`src/rtl/sync_fifo_if.sv`:
```
// Handshake bundle for sync_fifo: write/read requests, read data,
// status flags and occupancy.
interface sync_fifo_if #(
  parameter int DATA_WIDTH = 8,
  parameter int FIFO_DEPTH = 32
);
  localparam int CNT_W = $clog2(FIFO_DEPTH) + 1;

  logic                  wr_en_i;
  logic [DATA_WIDTH-1:0] wr_data_i;
  logic                  rd_en_i;
  logic [DATA_WIDTH-1:0] rd_data_o;
  logic                  rd_valid_o;
  logic                  full_o;
  logic                  afull_o;
  logic                  empty_o;
  logic                  aempty_o;
  logic                  overflow_o;
  logic                  underflow_o;
  logic [CNT_W-1:0]      data_cnt_o;

  modport master (
    output wr_en_i, wr_data_i, rd_en_i,
    input  rd_data_o, rd_valid_o,
    input  full_o, afull_o, empty_o, aempty_o,
    input  overflow_o, underflow_o, data_cnt_o
  );

  modport slave (
    input  wr_en_i, wr_data_i, rd_en_i,
    output rd_data_o, rd_valid_o,
    output full_o, afull_o, empty_o, aempty_o,
    output overflow_o, underflow_o, data_cnt_o
  );
endinterface

```
`src/rtl/sync_fifo.sv`:
```
// Single-clock FIFO, standard or first-word-fall-through read,
// with almost-full/empty flags and overflow/underflow pulses.
module sync_fifo #(
  parameter int DLY           = 1,
  parameter int DATA_WIDTH    = 8,
  parameter int FIFO_DEPTH    = 32,
  parameter int FWFT          = 0,
  parameter int AFULL_THRESH  = FIFO_DEPTH - 2,
  parameter int AEMPTY_THRESH = 2
) (
  input  logic        clk_i,
  input  logic        rst_i,
  sync_fifo_if.slave  bus_if
);
  localparam int AW = $clog2(FIFO_DEPTH);
  localparam int CW = AW + 1;

  // DLY only shapes simulation timing, so it is merely range-checked.
  if (DLY < 0 || FIFO_DEPTH < 4 ||
      (FIFO_DEPTH & (FIFO_DEPTH - 1)) != 0) begin : g_bad_param
    $error("sync_fifo: bad DLY or FIFO_DEPTH");
  end

  logic [DATA_WIDTH-1:0] mem_q [FIFO_DEPTH];

  logic [AW-1:0] wr_ptr_q, wr_ptr_d;
  logic [AW-1:0] rd_ptr_q, rd_ptr_d;
  logic [CW-1:0] cnt_q, cnt_d;
  logic          ovf_q, udf_q;

  logic full, empty;
  logic wr_acc, rd_acc;

  assign full   = (cnt_q == CW'(FIFO_DEPTH));
  assign empty  = (cnt_q == '0);
  assign wr_acc = bus_if.wr_en_i && !full;
  assign rd_acc = bus_if.rd_en_i && !empty;

  always_comb begin
    wr_ptr_d = wr_ptr_q;
    rd_ptr_d = rd_ptr_q;
    cnt_d    = cnt_q;
    if (wr_acc) wr_ptr_d = wr_ptr_q + AW'(1);
    if (rd_acc) rd_ptr_d = rd_ptr_q + AW'(1);
    unique case (1'b1)
      (wr_acc && !rd_acc): cnt_d = cnt_q + CW'(1);
      (rd_acc && !wr_acc): cnt_d = cnt_q - CW'(1);
      default:             cnt_d = cnt_q;
    endcase
  end

  always_ff @(posedge clk_i or posedge rst_i) begin
    if (rst_i) begin
      wr_ptr_q <= '0;
      rd_ptr_q <= '0;
      cnt_q    <= '0;
      ovf_q    <= 1'b0;
      udf_q    <= 1'b0;
    end else begin
      wr_ptr_q <= wr_ptr_d;
      rd_ptr_q <= rd_ptr_d;
      cnt_q    <= cnt_d;
      ovf_q    <= bus_if.wr_en_i && full;
      udf_q    <= bus_if.rd_en_i && empty;
    end
  end

  // Storage is never reset; the pointers alone decide visibility.
  always_ff @(posedge clk_i) begin
    if (wr_acc) mem_q[wr_ptr_q] <= bus_if.wr_data_i;
  end

  if (FWFT != 0) begin : g_fwft
    assign bus_if.rd_data_o  = empty ? '0 : mem_q[rd_ptr_q];
    assign bus_if.rd_valid_o = !empty;
  end else begin : g_std
    logic [DATA_WIDTH-1:0] rd_data_q;
    logic                  rd_valid_q;

    always_ff @(posedge clk_i or posedge rst_i) begin
      if (rst_i) begin
        rd_data_q  <= '0;
        rd_valid_q <= 1'b0;
      end else begin
        rd_valid_q <= rd_acc;
        if (rd_acc) rd_data_q <= mem_q[rd_ptr_q];
      end
    end

    assign bus_if.rd_data_o  = rd_data_q;
    assign bus_if.rd_valid_o = rd_valid_q;
  end

  assign bus_if.full_o      = full;
  assign bus_if.empty_o     = empty;
  assign bus_if.afull_o     = (cnt_q >= CW'(AFULL_THRESH));
  assign bus_if.aempty_o    = (cnt_q <= CW'(AEMPTY_THRESH));
  assign bus_if.overflow_o  = ovf_q;
  assign bus_if.underflow_o = udf_q;
  assign bus_if.data_cnt_o  = cnt_q;
endmodule
```
`src/flat_wrapper.sv`:
```
// flat-port wrapper written by rule: the top's interface ports become plain ports
module sync_fifo_flat 
#(
  parameter int DLY           = 1,
  parameter int DATA_WIDTH    = 8,
  parameter int FIFO_DEPTH    = 32,
  parameter int FWFT          = 0,
  parameter int AFULL_THRESH  = FIFO_DEPTH - 2,
  parameter int AEMPTY_THRESH = 2
)
  (clk_i, rst_i, bus_if_wr_en_i, bus_if_wr_data_i, bus_if_rd_en_i, bus_if_rd_data_o, bus_if_rd_valid_o, bus_if_full_o, bus_if_afull_o, bus_if_empty_o, bus_if_aempty_o, bus_if_overflow_o, bus_if_underflow_o, bus_if_data_cnt_o);
  sync_fifo_if #(.DATA_WIDTH(DATA_WIDTH), .FIFO_DEPTH(FIFO_DEPTH)) bus_if_i ();
  input  logic clk_i;
  input  logic rst_i;
  input wire logic [$bits(bus_if_i.wr_en_i)-1:0] bus_if_wr_en_i;
  input wire logic [$bits(bus_if_i.wr_data_i)-1:0] bus_if_wr_data_i;
  input wire logic [$bits(bus_if_i.rd_en_i)-1:0] bus_if_rd_en_i;
  output wire logic [$bits(bus_if_i.rd_data_o)-1:0] bus_if_rd_data_o;
  output wire logic [$bits(bus_if_i.rd_valid_o)-1:0] bus_if_rd_valid_o;
  output wire logic [$bits(bus_if_i.full_o)-1:0] bus_if_full_o;
  output wire logic [$bits(bus_if_i.afull_o)-1:0] bus_if_afull_o;
  output wire logic [$bits(bus_if_i.empty_o)-1:0] bus_if_empty_o;
  output wire logic [$bits(bus_if_i.aempty_o)-1:0] bus_if_aempty_o;
  output wire logic [$bits(bus_if_i.overflow_o)-1:0] bus_if_overflow_o;
  output wire logic [$bits(bus_if_i.underflow_o)-1:0] bus_if_underflow_o;
  output wire logic [$bits(bus_if_i.data_cnt_o)-1:0] bus_if_data_cnt_o;
  assign bus_if_i.wr_en_i = bus_if_wr_en_i;
  assign bus_if_i.wr_data_i = bus_if_wr_data_i;
  assign bus_if_i.rd_en_i = bus_if_rd_en_i;
  assign bus_if_rd_data_o = bus_if_i.rd_data_o;
  assign bus_if_rd_valid_o = bus_if_i.rd_valid_o;
  assign bus_if_full_o = bus_if_i.full_o;
  assign bus_if_afull_o = bus_if_i.afull_o;
  assign bus_if_empty_o = bus_if_i.empty_o;
  assign bus_if_aempty_o = bus_if_i.aempty_o;
  assign bus_if_overflow_o = bus_if_i.overflow_o;
  assign bus_if_underflow_o = bus_if_i.underflow_o;
  assign bus_if_data_cnt_o = bus_if_i.data_cnt_o;
  sync_fifo #(.DLY(DLY), .DATA_WIDTH(DATA_WIDTH), .FIFO_DEPTH(FIFO_DEPTH), .FWFT(FWFT), .AFULL_THRESH(AFULL_THRESH), .AEMPTY_THRESH(AEMPTY_THRESH)) u_core (.clk_i(clk_i), .rst_i(rst_i), .bus_if(bus_if_i));
endmodule
```
`config.mk`:
```
export PLATFORM = sky130hd
export DESIGN_NAME = sync_fifo_flat
export DESIGN_NICKNAME = d
export VERILOG_FILES = /design/src/rtl/sync_fifo_if.sv /design/src/rtl/sync_fifo.sv /design/src/flat_wrapper.sv
export SDC_FILE = /design/constraint.sdc
export NUM_CORES = 1
export LEC_CHECK = 0
export BUFFER_PORTS_ARGS = -buffer_cell sky130_fd_sc_hd__buf_2
export CORE_UTILIZATION = 45
export CTS_BUF_LIST = sky130_fd_sc_hd__clkbuf_8 sky130_fd_sc_hd__clkbuf_16
export CTS_CLUSTER_DIAMETER = 80
export CTS_CLUSTER_SIZE = 8
export DETAILED_ROUTE_END_ITERATION = 8
export GPL_TIMING_DRIVEN = 0
export HOLD_SLACK_MARGIN = 0.1
export PLACE_DENSITY_LB_ADDON = 0.2
export SLEW_MARGIN = 20
export SYNTH_ARGS = -nofsm -noshare
export SYNTH_HDL_FRONTEND = slang
export SYNTH_SLANG_ARGS = --single-unit
```
`constraint.sdc`:
```
create_clock -name clk_i -period 2.8 [get_ports clk_i]
set_input_delay 0.14 -clock clk_i [delete_from_list [all_inputs] [get_ports clk_i]]
set_output_delay 0.14 -clock clk_i [all_outputs]
set_load 0.1 [all_outputs]
```
==> impl_metrics.csv <==
group,metric,value,unit
run_status,status,"completed",
clocking,worstSkewPairLatency,0.51,ns
sta,fmax,361,MHz
sta,rsz0062_at_grt,"true",
synth,synth_edf_count,256,
synth,yosysWarnings,0,
sta,drv_slew,0,
worst_setup_path,start_kind,"register",
placement,io_buffers,32,
worst_setup_path,cp.arrival,3.15,ns
floorplanning,die_h,161,um
clocking,cts_sinks,283,
detailed_routing,via_per_inst,5.69,
clocking,clkTransAtPathRegs,0.05,ns
clocking,numCtsBuffers,41,
worst_setup_path,reg2reg_to,"u_core.bus_if.data_cnt_o[4]",
synth,synth_compound_area_share,4.55,%
detailed_routing,via_count,6113,
floorplanning,die_width,161,um
sta,skew,0.0142,ns
worst_setup_path,r2r-start,"u_core.bus_if.data_cnt_o[4]",
detailed_routing,wl_met3,1580,um
detailed_routing,avgRoutedWirePerCell,24.3,um
worst_setup_path,worstPathRequired,3.18,ns
global_route,antenna_found_initial,0,
global_route,grt_max_degree,33,
pwr,p_leak,4.65,nW
layout,nets,748,
worst_hold_path,hold_end,"u_core.mem_q[19][0]",
floorplanning,dieArea,26000,um2
layout,syn_to_final_growth,16.0,%
synth,yosys.area.top_type,"edfxtp_1",
pwr,ir_drop,0.000570,V
worst_setup_path,r2r_slack,0.03,ns
floorplanning,core,24600,um2
floorplanning,rows,57,
global_route,grt_pass1_wl,39300,um
worst_hold_path,min_delay_path_depth,1,
sta,finalCritPeriodShare,98.9,%
worst_setup_path,end_kind,"register",
sta,tightest_slew,0.851,ns
layout,drive_gt1_share,22.3,%
worst_setup_path,path_class,"register to register",
sta,finalCriticalPeriod,2.77,ns
sta,setup_viol,0,
global_route,grt.overflow.total,0,
synth,synth_mux_area_share,12.9,%
synth,synth_top_family_by_area,"multiplexers",
detailed_routing,ant_nets,0,
detailed_routing,wl_met2,12900,um
detailed_routing,drt-pass1-iter-count,4,
worst_hold_path,hold_path_class,"input port to register",
detailed_routing,drt_iter0_drc,473,
worst_setup_path,r2r_cells,12,
synth,synth.top_cell.area_share,67.3,%
layout,num_antenna_cells,0,
worst_hold_path,min_from,"bus_if_wr_data_i[0]",
detailed_routing,wl_met1,11000,um
synth,synth_xor_area_share,1.23,%
synth,synth_area_leaders,"edfxtp_1 67%, mux2i_1 6.4%, mux4_2 6.3%, dfrtp_1 5.9%, nor2_1 2.0%",
synth,ys_ff_latch,283,
placement,place_hpwl,16300,um
pwr,power_density,1090,nW/um2
placement,gp_congestion,0.862,
run,cap_violations,0,
clocking,cts-root-buf,"clkbuf_16",
worst_setup_path,crit_fanout,3,
synth,synth_nets,666,
clocking,tritoncts,"yes",
sta,fin_hold_ws,0.169,ns
detailed_routing,wl,26100,um
detailed_routing,drcViolationCount,0,
global_route,grt_usage,20.8,%
sta,hold_violations,0,
synth,ys_seq_area_share,73.2,%
synth,ys.flop_type,"edfxtp_1",
detailed_routing,top_layer,"met4",
pwr,total_power,14.5,mW
clocking,htreeDepth,2,
synth,synth_area_per_cell,17.7,um2
synth,synth-simple-area-share,5.04,%
global_route,grt_pass1_vias,6375,
clocking,clockBufferDepth,3,
floorplanning,initial_core_util,46.4,%
floorplanning,io_pins,33,
synth,netlist_area,11400,um2
synth,async_flop_share,9.54,%
synth,ys_types,57,
synth,yosys.area_share.adder,0.876,%
synth,synth_cells,646,
sta,slew_headroom,43.0,%
## metrics by stage
stage / cell area (um2) / setup slack [ns] / cells / utilization (%) / TNS, ns
after floorplan: 11500 / -0.399 / 646 / - / -1.57
after global placement: 12000 / -0.391 / 1002 / 49.0 / -5.42
after detailed placement: 12000 / -0.408 / 1002 / 49.0 / -17.92
after CTS: 13200 / -0.0812 / 1073 / 53.8 / -0.128
after global routing: 13300 / -0.0899 / 1074 / 53.9 / -0.131
final: 13300 / 0.0316 / 1074 / 53.9 / 0
## sequential cells by signal, summed over array words and instances, names as in the netlist
name	cells
u_core.bus_if.data_cnt_o	6
u_core.bus_if.overflow_o	1
u_core.bus_if.rd_data_o	8
u_core.bus_if.rd_valid_o	1
u_core.bus_if.underflow_o	1
u_core.mem_q	256
u_core.rd_ptr_q	5
u_core.wr_ptr_q	5
## cell families (layout without fill, tap and decap cells)
group | after synthesis | in the layout
flip-flops | 283 | 283
AND/OR/NAND/NOR | 116 | 116
multiplexers | 107 | 107
AO/OA/AOI/OAI | 71 | 71
buffers and inverters | 45 | 149
XOR/XNOR | 16 | 16
adder cells (fa/ha/maj) | 8 | 8
## cell usage in the layout, fill, tap and decap left out, types with 5 or more instances in the layout
cell,n
buf_4,10
o22a_1,6
mux2i_1,72
o32a_1,6
nand2_1,12
clkbuf_1,8
o221ai_1,7
nor2_1,60
ha_1,5
edfxtp_1,256
xnor2_1,8
xor2_1,8
o22ai_1,10
o21ai_0,12
a31oi_1,7
buf_2,48
o31a_1,6
inv_1,27
a21oi_1,7
mux4_2,32
clkbuf_16,41
buf_6,5
dfrtp_1,21
## Yosys cell counts (2+ instances only)
| cell | n |
|---|---|
| or3b_2 | 3 |
| o21ai_0 | 12 |
| inv_1 | 5 |
| nand2b_1 | 2 |
| buf_6 | 7 |
| nand2_1 | 13 |
| a31oi_1 | 7 |
| and2_1 | 2 |
| edfxtp_1 | 256 |
| buf_2 | 18 |
| xor2_1 | 8 |
| a21oi_1 | 7 |
| nor3_1 | 5 |
| mux4_2 | 32 |
| ha_1 | 8 |
| dfrtp_1 | 27 |
| mux2i_1 | 73 |
| nand3b_1 | 4 |
| buf_4 | 2 |
| o22a_1 | 6 |
| nor4_1 | 3 |
| nor2_1 | 61 |
| o22ai_1 | 10 |
| nand3_1 | 5 |
| o31a_1 | 6 |
| nand4_1 | 4 |
| buf_1 | 3 |
| o221ai_1 | 7 |
| xnor2_1 | 8 |
| clkbuf_1 | 10 |
| o32a_1 | 6 |
## worst max-delay path by stage
| stage | start | to | slack, ns | cells past startpoint |
|---|---|---|---|---|
| 6_report | u_core.bus_if.data_cnt_o[4] | u_core.bus_if.data_cnt_o[4] | 0.03 | 12 |
| 2_1_floorplan | u_core.bus_if.data_cnt_o[3] | u_core.bus_if.underflow_o | -0.40 | 4 |
| 3_3_place_gp | u_core.bus_if.data_cnt_o[3] | u_core.bus_if.data_cnt_o[5] | -0.39 | 12 |
| 4_1_cts | u_core.bus_if.data_cnt_o[4] | u_core.bus_if.data_cnt_o[5] | -0.08 | 10 |
| 3_5_place_dp | u_core.bus_if.data_cnt_o[3] | u_core.bus_if.data_cnt_o[5] | -0.41 | 12 |
| 5_1_grt | u_core.bus_if.data_cnt_o[4] | u_core.bus_if.data_cnt_o[4] | -0.09 | 12 |
## power breakdown
group	leakage [nW]	switching [mW]	internal [mW]
logic	1.41	3.27	1.69
clock network	0.628	1.65	2.60
registers	2.62	0.211	5.05
total	4.65	5.13	9.34
## layout make-up
| class | count | area (um2) |
|---|---|---|
| Sequential cell | 283 | 8380 |
| Tap cell | 324 | 405 |
| Inverter | 5 | 18.8 |
| Timing Repair Buffer | 43 | 250 |
| Multi-Input combinational cell | 318 | 2880 |
| Fill cell | 2002 | 11300 |
| Clock buffer | 41 | 1030 |
| Buffer | 36 | 213 |
| Clock inverter | 24 | 93.8 |
## repair_timing
| action | in CTS | in global routing |
|---|---|---|
| cloned | 0 | 0 |
| setup buffers | 7 | 1 |
| gates resized for setup | 6 | 5 |
| hold endpoints to repair | 31 | 0 |
| hold buffers | 3 | 0 |
| endpoints found under the setup margin | 238 | 138 |
| pin swaps | 9 | 5 |
## per-layer routing
| metal | vias up | track usage [%] |
|---|---|---|
| met3 | 48 | 3.65 |
| met2 | 174 | 34.5 |
| li1 | 2721 | - |
| met1 | 3170 | 28.2 |
| met4 | 0 | 6.56 |
| met5 | - | 0 |
## critical path, cell delays in order (launching register included)
cell	delay, ns
dfrtp_4	0.47
or3_4	0.40
o41a_1	0.35
buf_6	0.15
ha_4	0.16
buf_8	0.12
xor2_1	0.14
ha_2	0.23
nand2_2	0.08
mux2i_2	0.07
a222oi_1	0.23
nor2_1	0.09
xor2_1	0.17
Power figures use the tool's default switching activity.
